==> config.mk <==
export PLATFORM = sky130hd
export DESIGN_NAME = seg7_scan_ctrl
export DESIGN_NICKNAME = d
export VERILOG_FILES = /design/src/rtl/seg7_pkg.sv /design/src/rtl/seg7_hex_decode.sv /design/src/rtl/seg7_scan_ctrl.sv
export SDC_FILE = /design/constraint.sdc
export NUM_CORES = 1
export LEC_CHECK = 0
export ABC_AREA = 1
export BUFFER_PORTS_ARGS = -buffer_cell sky130_fd_sc_hd__buf_2
export CORE_MARGIN = 2
export CORE_UTILIZATION = 45
export CTS_CLUSTER_SIZE = 16
export DETAILED_ROUTE_END_ITERATION = 10
export PLACE_DENSITY = 0.8
export REMOVE_ABC_BUFFERS = 1
export SETUP_SLACK_MARGIN = 0.1
export SLEW_MARGIN = 10
export SYNTH_ARGS = -nofsm -noshare
export SYNTH_HDL_FRONTEND = slang
export SYNTH_SLANG_ARGS = --single-unit
==> constraint.sdc <==
create_clock -name mclk -period 1.8 [get_ports mclk]
set_input_delay 0.09 -clock mclk [delete_from_list [all_inputs] [get_ports mclk]]
set_output_delay 0.09 -clock mclk [all_outputs]
set_load 0.03 [all_outputs]
==> src/rtl/seg7_pkg.sv <==
// ============================================================================
// Module      : seg7_pkg
// Description : Shared types and constants for the 7-segment scan controller.
// Revision    : 1.0 - initial release
// ============================================================================
`default_nettype none

package seg7_pkg;

   typedef enum logic [0:0] {
      BLANK = 1'b0,
      DRIVE = 1'b1
   } seg7_state_e;

   localparam logic [6:0] SEG_OFF = 7'h7F;

   // Active-low patterns, seg[6]=a ... seg[0]=g; entry 15 listed first.
   localparam logic [15:0][6:0] HEX_TABLE = {
      7'b0111000, 7'b0110000, 7'b1000010, 7'b0110001,
      7'b1100000, 7'b0001000, 7'b0000100, 7'b0000000,
      7'b0001111, 7'b0100000, 7'b0100100, 7'b1001100,
      7'b0000110, 7'b0010010, 7'b1001111, 7'b0000001
   };

   function automatic logic [6:0] hex_to_seg(input logic [3:0] nibble);
      return HEX_TABLE[nibble];
   endfunction

endpackage

`default_nettype wire

==> src/rtl/seg7_hex_decode.sv <==
// ============================================================================
// Module      : seg7_hex_decode
// Description : Combinational 4-bit nibble to active-low 7-segment pattern.
// Revision    : 1.0 - initial release
// ============================================================================
`default_nettype none

module seg7_hex_decode
   import seg7_pkg::*;
(
   input  logic [3:0] nibble_i,
   output logic [6:0] seg_o
);

   always_comb begin
      seg_o = hex_to_seg(nibble_i);
   end

endmodule

`default_nettype wire

==> src/rtl/seg7_scan_ctrl.sv <==
// ============================================================================
// Module      : seg7_scan_ctrl
// Description : Time-multiplexed common-anode 7-segment driver with blank gap
//               between digits, blinking and tear-free frame shadowing.
//               Optional leading-zero blanking when SEG7_LZB_EN is defined.
// Revision    : 1.0 - initial release
// ============================================================================
`default_nettype none

module seg7_scan_ctrl
   import seg7_pkg::*;
#(
   parameter int NDIG = 8
)
(
   input  logic              mclk,
   input  logic              clr,
   input  logic              scan_clk,
   input  logic              blink_clk,
   input  logic [4*NDIG-1:0] data,
   input  logic [NDIG-1:0]   dp,
   input  logic [NDIG-1:0]   blink_mask,
   output logic [NDIG-1:0]   an,
   output logic [6:0]        seg,
   output logic              dp_n,
   output logic              frame_start
);

   localparam int             IW       = (NDIG > 1) ? $clog2(NDIG) : 1;
   localparam logic [IW-1:0]  LAST_IDX = IW'(NDIG - 1);
   localparam logic [NDIG-1:0] ONE_DIG = {{(NDIG-1){1'b0}}, 1'b1};

   // Synchronisers
   logic [2:0]        scan_sync_q;
   logic [1:0]        blink_sync_q;
   logic              w_scan_tick;
   logic              w_blink_on;

   // Scan state
   seg7_state_e       state_q, state_d;
   logic [IW-1:0]     idx_q, idx_d;
   logic              w_load;
   logic              blank0_q;

   // Frame shadow
   logic [4*NDIG-1:0] data_s_q;
   logic [NDIG-1:0]   dp_s_q;
   logic [NDIG-1:0]   blink_s_q;

   // Output registers
   logic [NDIG-1:0]   an_q, an_d;
   logic [6:0]        seg_q, seg_d;
   logic              dp_n_q, dp_n_d;
   logic              frame_start_q, frame_start_d;

   logic [3:0]        w_nibble;
   logic [6:0]        w_hex;
   logic              w_blink_off;
   logic              w_lzb_off;

   assign w_scan_tick = scan_sync_q[1] & ~scan_sync_q[2];
   assign w_blink_on  = blink_sync_q[1];

   always_ff @(posedge mclk) begin
      if (clr) begin
         scan_sync_q  <= '0;
         blink_sync_q <= '0;
      end else begin
         scan_sync_q  <= {scan_sync_q[1:0], scan_clk};
         blink_sync_q <= {blink_sync_q[0], blink_clk};
      end
   end

   always_ff @(posedge mclk) begin
      if (clr) begin
         state_q   <= BLANK;
         idx_q     <= '0;
         blank0_q  <= 1'b0;
         data_s_q  <= '0;
         dp_s_q    <= '0;
         blink_s_q <= '0;
      end else begin
         state_q  <= state_d;
         idx_q    <= idx_d;
         blank0_q <= w_load;
         if (w_load) begin
            data_s_q  <= data;
            dp_s_q    <= dp;
            blink_s_q <= blink_mask;
         end
      end
   end

   // BLANK is a single-cycle anti-ghosting gap; the frame shadow is
   // captured in the gap that precedes digit 0.
   always_comb begin
      state_d = state_q;
      idx_d   = idx_q;
      w_load  = 1'b0;
      case (state_q)
         BLANK: begin
            state_d = DRIVE;
            w_load  = (idx_q == '0);
         end
         DRIVE: begin
            if (w_scan_tick) begin
               state_d = BLANK;
               idx_d   = (idx_q == LAST_IDX) ? '0 : idx_q + 1'b1;
            end
         end
         default: state_d = BLANK;
      endcase
   end

   assign w_nibble = data_s_q[{idx_q, 2'b00} +: 4];

   seg7_hex_decode u_hex_decode (
      .nibble_i (w_nibble),
      .seg_o    (w_hex)
   );

   assign w_blink_off = ~w_blink_on & blink_s_q[idx_q];

`ifdef SEG7_LZB_EN
   logic [IW-1:0] w_msd;

   // Highest nonzero nibble; digit 0 stays lit even for an all-zero value.
   always_comb begin
      w_msd = '0;
      for (int k = 1; k < NDIG; k++) begin
         if (data_s_q[4*k +: 4] != 4'h0) w_msd = IW'(k);
      end
   end

   assign w_lzb_off = (idx_q > w_msd);
`else
   assign w_lzb_off = 1'b0;
`endif

   always_comb begin
      an_d          = '1;
      seg_d         = w_hex;
      dp_n_d        = ~dp_s_q[idx_q];
      frame_start_d = (state_q == DRIVE) && blank0_q;
      if (state_q == DRIVE && !w_blink_off && !w_lzb_off) begin
         an_d = ~(ONE_DIG << idx_q);
      end
   end

   always_ff @(posedge mclk) begin
      if (clr) begin
         an_q          <= '1;
         seg_q         <= SEG_OFF;
         dp_n_q        <= 1'b1;
         frame_start_q <= 1'b0;
      end else begin
         an_q          <= an_d;
         seg_q         <= seg_d;
         dp_n_q        <= dp_n_d;
         frame_start_q <= frame_start_d;
      end
   end

   assign an          = an_q;
   assign seg         = seg_q;
   assign dp_n        = dp_n_q;
   assign frame_start = frame_start_q;

endmodule

`default_nettype wire

==> impl_metrics.ini <==
[status]
status = finished, final reports clean

[placement]
placed_cells_incl_taps = 593
pre_cts_slack_ps = -175.8
io_buffers = 68
routabilityCongestion = 0.8341
dp_hpwl_mm = 5.313
placed_area_sq_um = 3750

[yosys]
synthFlopType = dfxtp_1
netlist_area_sq_um = 3283
netlist_instances = 434
yosys.area.top_type_share_pct = 45.73
synth.area.top_cells = dfxtp_1, nand2_1, a21oi_1
yosys_warnings = 0
synth_edf_count = 0
async_flop_share_pct = 0
ys_seq_area_share_pct = 45.73
synthTopCellsByCount = dfxtp_1, nand2_1, inv_1, nor2_1, a21oi_1
synth.avg_cell_area_sq_um = 7.565
synth_area_leader_cell = dfxtp_1
yosysMostFrequentCell = dfxtp_1
ys_types = 25
synth_seq_cells = 75

[finish]
nNetsFinal = 592
area_delta_synth_final_pct = 29.88
seq_area_sq_um = 1506
final_cells = 632
multiInputGateArea_sq_um = 1505
fillers = 640
final_core_util_pct = 59.42
final_area_sq_um = 4264
drive_gt1_share_pct = 25.14
antenna-diode-count = 0

[sta]
slew_headroom_pct = 68.85
fin_crit_sh_pct = 92.20
period_minus_slack_ps = 1660
finalHoldViolations = 0
max_freq_mhz = 602.6
slew_viol_final = 0
tightest_slew_ps = 465.5
hold_ws_ps = 6.717
fin_skew_ps = 7.461
fin_ws_ps = 140.4
grt_setup_unrepaired = true
setup_viol = 0
setup_tns_ps = 0

[critical_path]
crit_fanout = 6
worst_ep_arrival_time_ps = 1900
cp_cell_sequence = inv_8 > nand2_1 > nand3_1 > nand2_2 > o21ai_4 > ha_1 > nand3_1 > nor2_1 > nor2_1 > nand2_1
worstSetupStartpointType = flip-flop
cp_slowest_cell = dfxtp_4
crit_type = reg -> reg
cp-end-kind = flip-flop
cp.required_ps = 2050
slowest_delay_ps = 390

[global_routing]
antenna_found_initial = 0
grt-ovfl-total = 0
grt_pass1_wl_mm = 12.37
grt_max_degree = 36
grt_usage_pct = 20.20
grt_pass1_vias = 2824

[power_and_ir_drop]
leakagePower_nw = 1.934
ir_drop_uv = 469.6
p_total_mw = 3.989
powerDensity_nw_per_um2 = 935.6

[route]
drt-vias-per-instance = 4.908
routed_wl_mm = 7.892
dr.pass1.iters = 5
drtIter0Drc = 164
ant_nets = 0
drc = 0
post_drt_wl_per_cell_microns = 12.49
vias = 3102

[run]
max_cap_viol_count = 0

[clocking]
cts_sinks = 75
path_clk_slew_ps = 70
clock_latency_ps = 350
cts_tree = done
cts_buffers = 9
cts_root_buf = clkbuf_8
htreeDepth = 3
clockBufferDepth = 2

[die]
core_sq_um = 7176
die-area_sq_um = 7995
ios = 69
die_w_microns = 89.42
rows = 31
start_util_pct = 45.75
fp.dieH_microns = 89.42

[hold_path]
hp-class = in -> reg
## layer usage
metal | global-route usage, % | wire (microns) | part of all wire [%]
met5 | 0 | 0 | 0
met3 | 4.709 | 389 | 4.9
met4 | 9.362 | 187 | 2.4
met1 | 23.68 | 3449 | 44
met2 | 34.81 | 3866 | 49
## critical path, delay by kind of cell (launching register included)
| kind | cells | cell delay [ps] |
|---|---|---|
| buffers and inverters | 1 | 70 |
| and+or+nand+nor | 7 | 540 |
| DFF | 1 | 390 |
| AOI/OAI and AO/OA | 1 | 240 |
| adders and majority gates | 1 | 290 |
## cell usage in the layout, fill, tap and decap left out, drive strengths merged, types with 15 or more instances in the layout
| cell | netlist | routed |
|---|---|---|
| a21oi | 42 | 42 |
| buf | 17 | 91 |
| clkbuf | 8 | 15 |
| dfxtp | 75 | 75 |
| dlygate4sd3 | 0 | 16 |
| inv | 52 | 53 |
| nand2 | 66 | 66 |
| nand3 | 40 | 40 |
| nor2 | 48 | 48 |
| o21ai | 60 | 60 |
## timing repair
| item | CTS | global route |
|---|---|---|
| hold buffers | 16 | 0 |
| endpoints found under the hold margin | 16 | 0 |
| gates cloned | 0 | 1 |
| buffers inserted | 3 | 3 |
| pin swaps | 3 | 5 |
| endpoints found under the setup margin | 54 | 12 |
| resized for setup | 9 | 21 |
## sequential cells by signal, summed over array words and instances (netlist names)
| register | flops |
|---|---|
| data_s_q | 32 |
| an | 8 |
| blink_s_q | 8 |
| dp_s_q | 8 |
| seg | 7 |
| idx_q | 3 |
| scan_sync_q | 3 |
| blink_sync_q | 2 |
| blank0_q | 1 |
| dp_n | 1 |
| frame_start | 1 |
| state_q | 1 |
## report_power, final
part	leakage (nW)	switching [mW]	internal (mW)	total [mW]
Combinational	1.21	0.486	0.313	0.799
Clock	0.104	0.586	0.757	1.34
Sequential	0.623	0.0452	1.80	1.85
Total	1.93	1.12	2.87	3.99
## cell type report
class / instances / share of cell area [%]
clock buffers: 15 / 4.137
flip-flops and latches: 75 / 35.33
well taps: 99 / 2.905
inverters: 52 / 4.754
multi-input cells: 282 / 35.30
repair inverters: 1 / 0.1467
clock inverters: 1 / 0.7042
repair buffers: 107 / 16.73
## worst paths after layout
path                                  start                         to  slack [ps]  depth (start not counted)
hold / removal                      data[7]   data_s_q[7]$_SDFFE_PP0P_           7                          3
setup reg to reg      idx_q[0]$_SDFFE_PP0P_          seg[5]$_SDFF_PP1_         140                         10
setup / recovery      idx_q[0]$_SDFFE_PP0P_          seg[5]$_SDFF_PP1_         140                         10
hold reg to reg   scan_sync_q[0]$_SDFF_PP0_  scan_sync_q[1]$_SDFF_PP0_         400                          2
## cells by family (layout without fill, tap and decap cells)
group / count (synthesis) / count (layout) / share of synthesized area (%)
simple gates: 164 / 164 / 22.60
compound gates: 106 / 106 / 16.58
buf+inv: 77 / 176 / 10.52
flops: 75 / 75 / 45.73
fa+ha+maj: 12 / 12 / 4.573
Note: power is estimated with default switching activity, not from simulation.
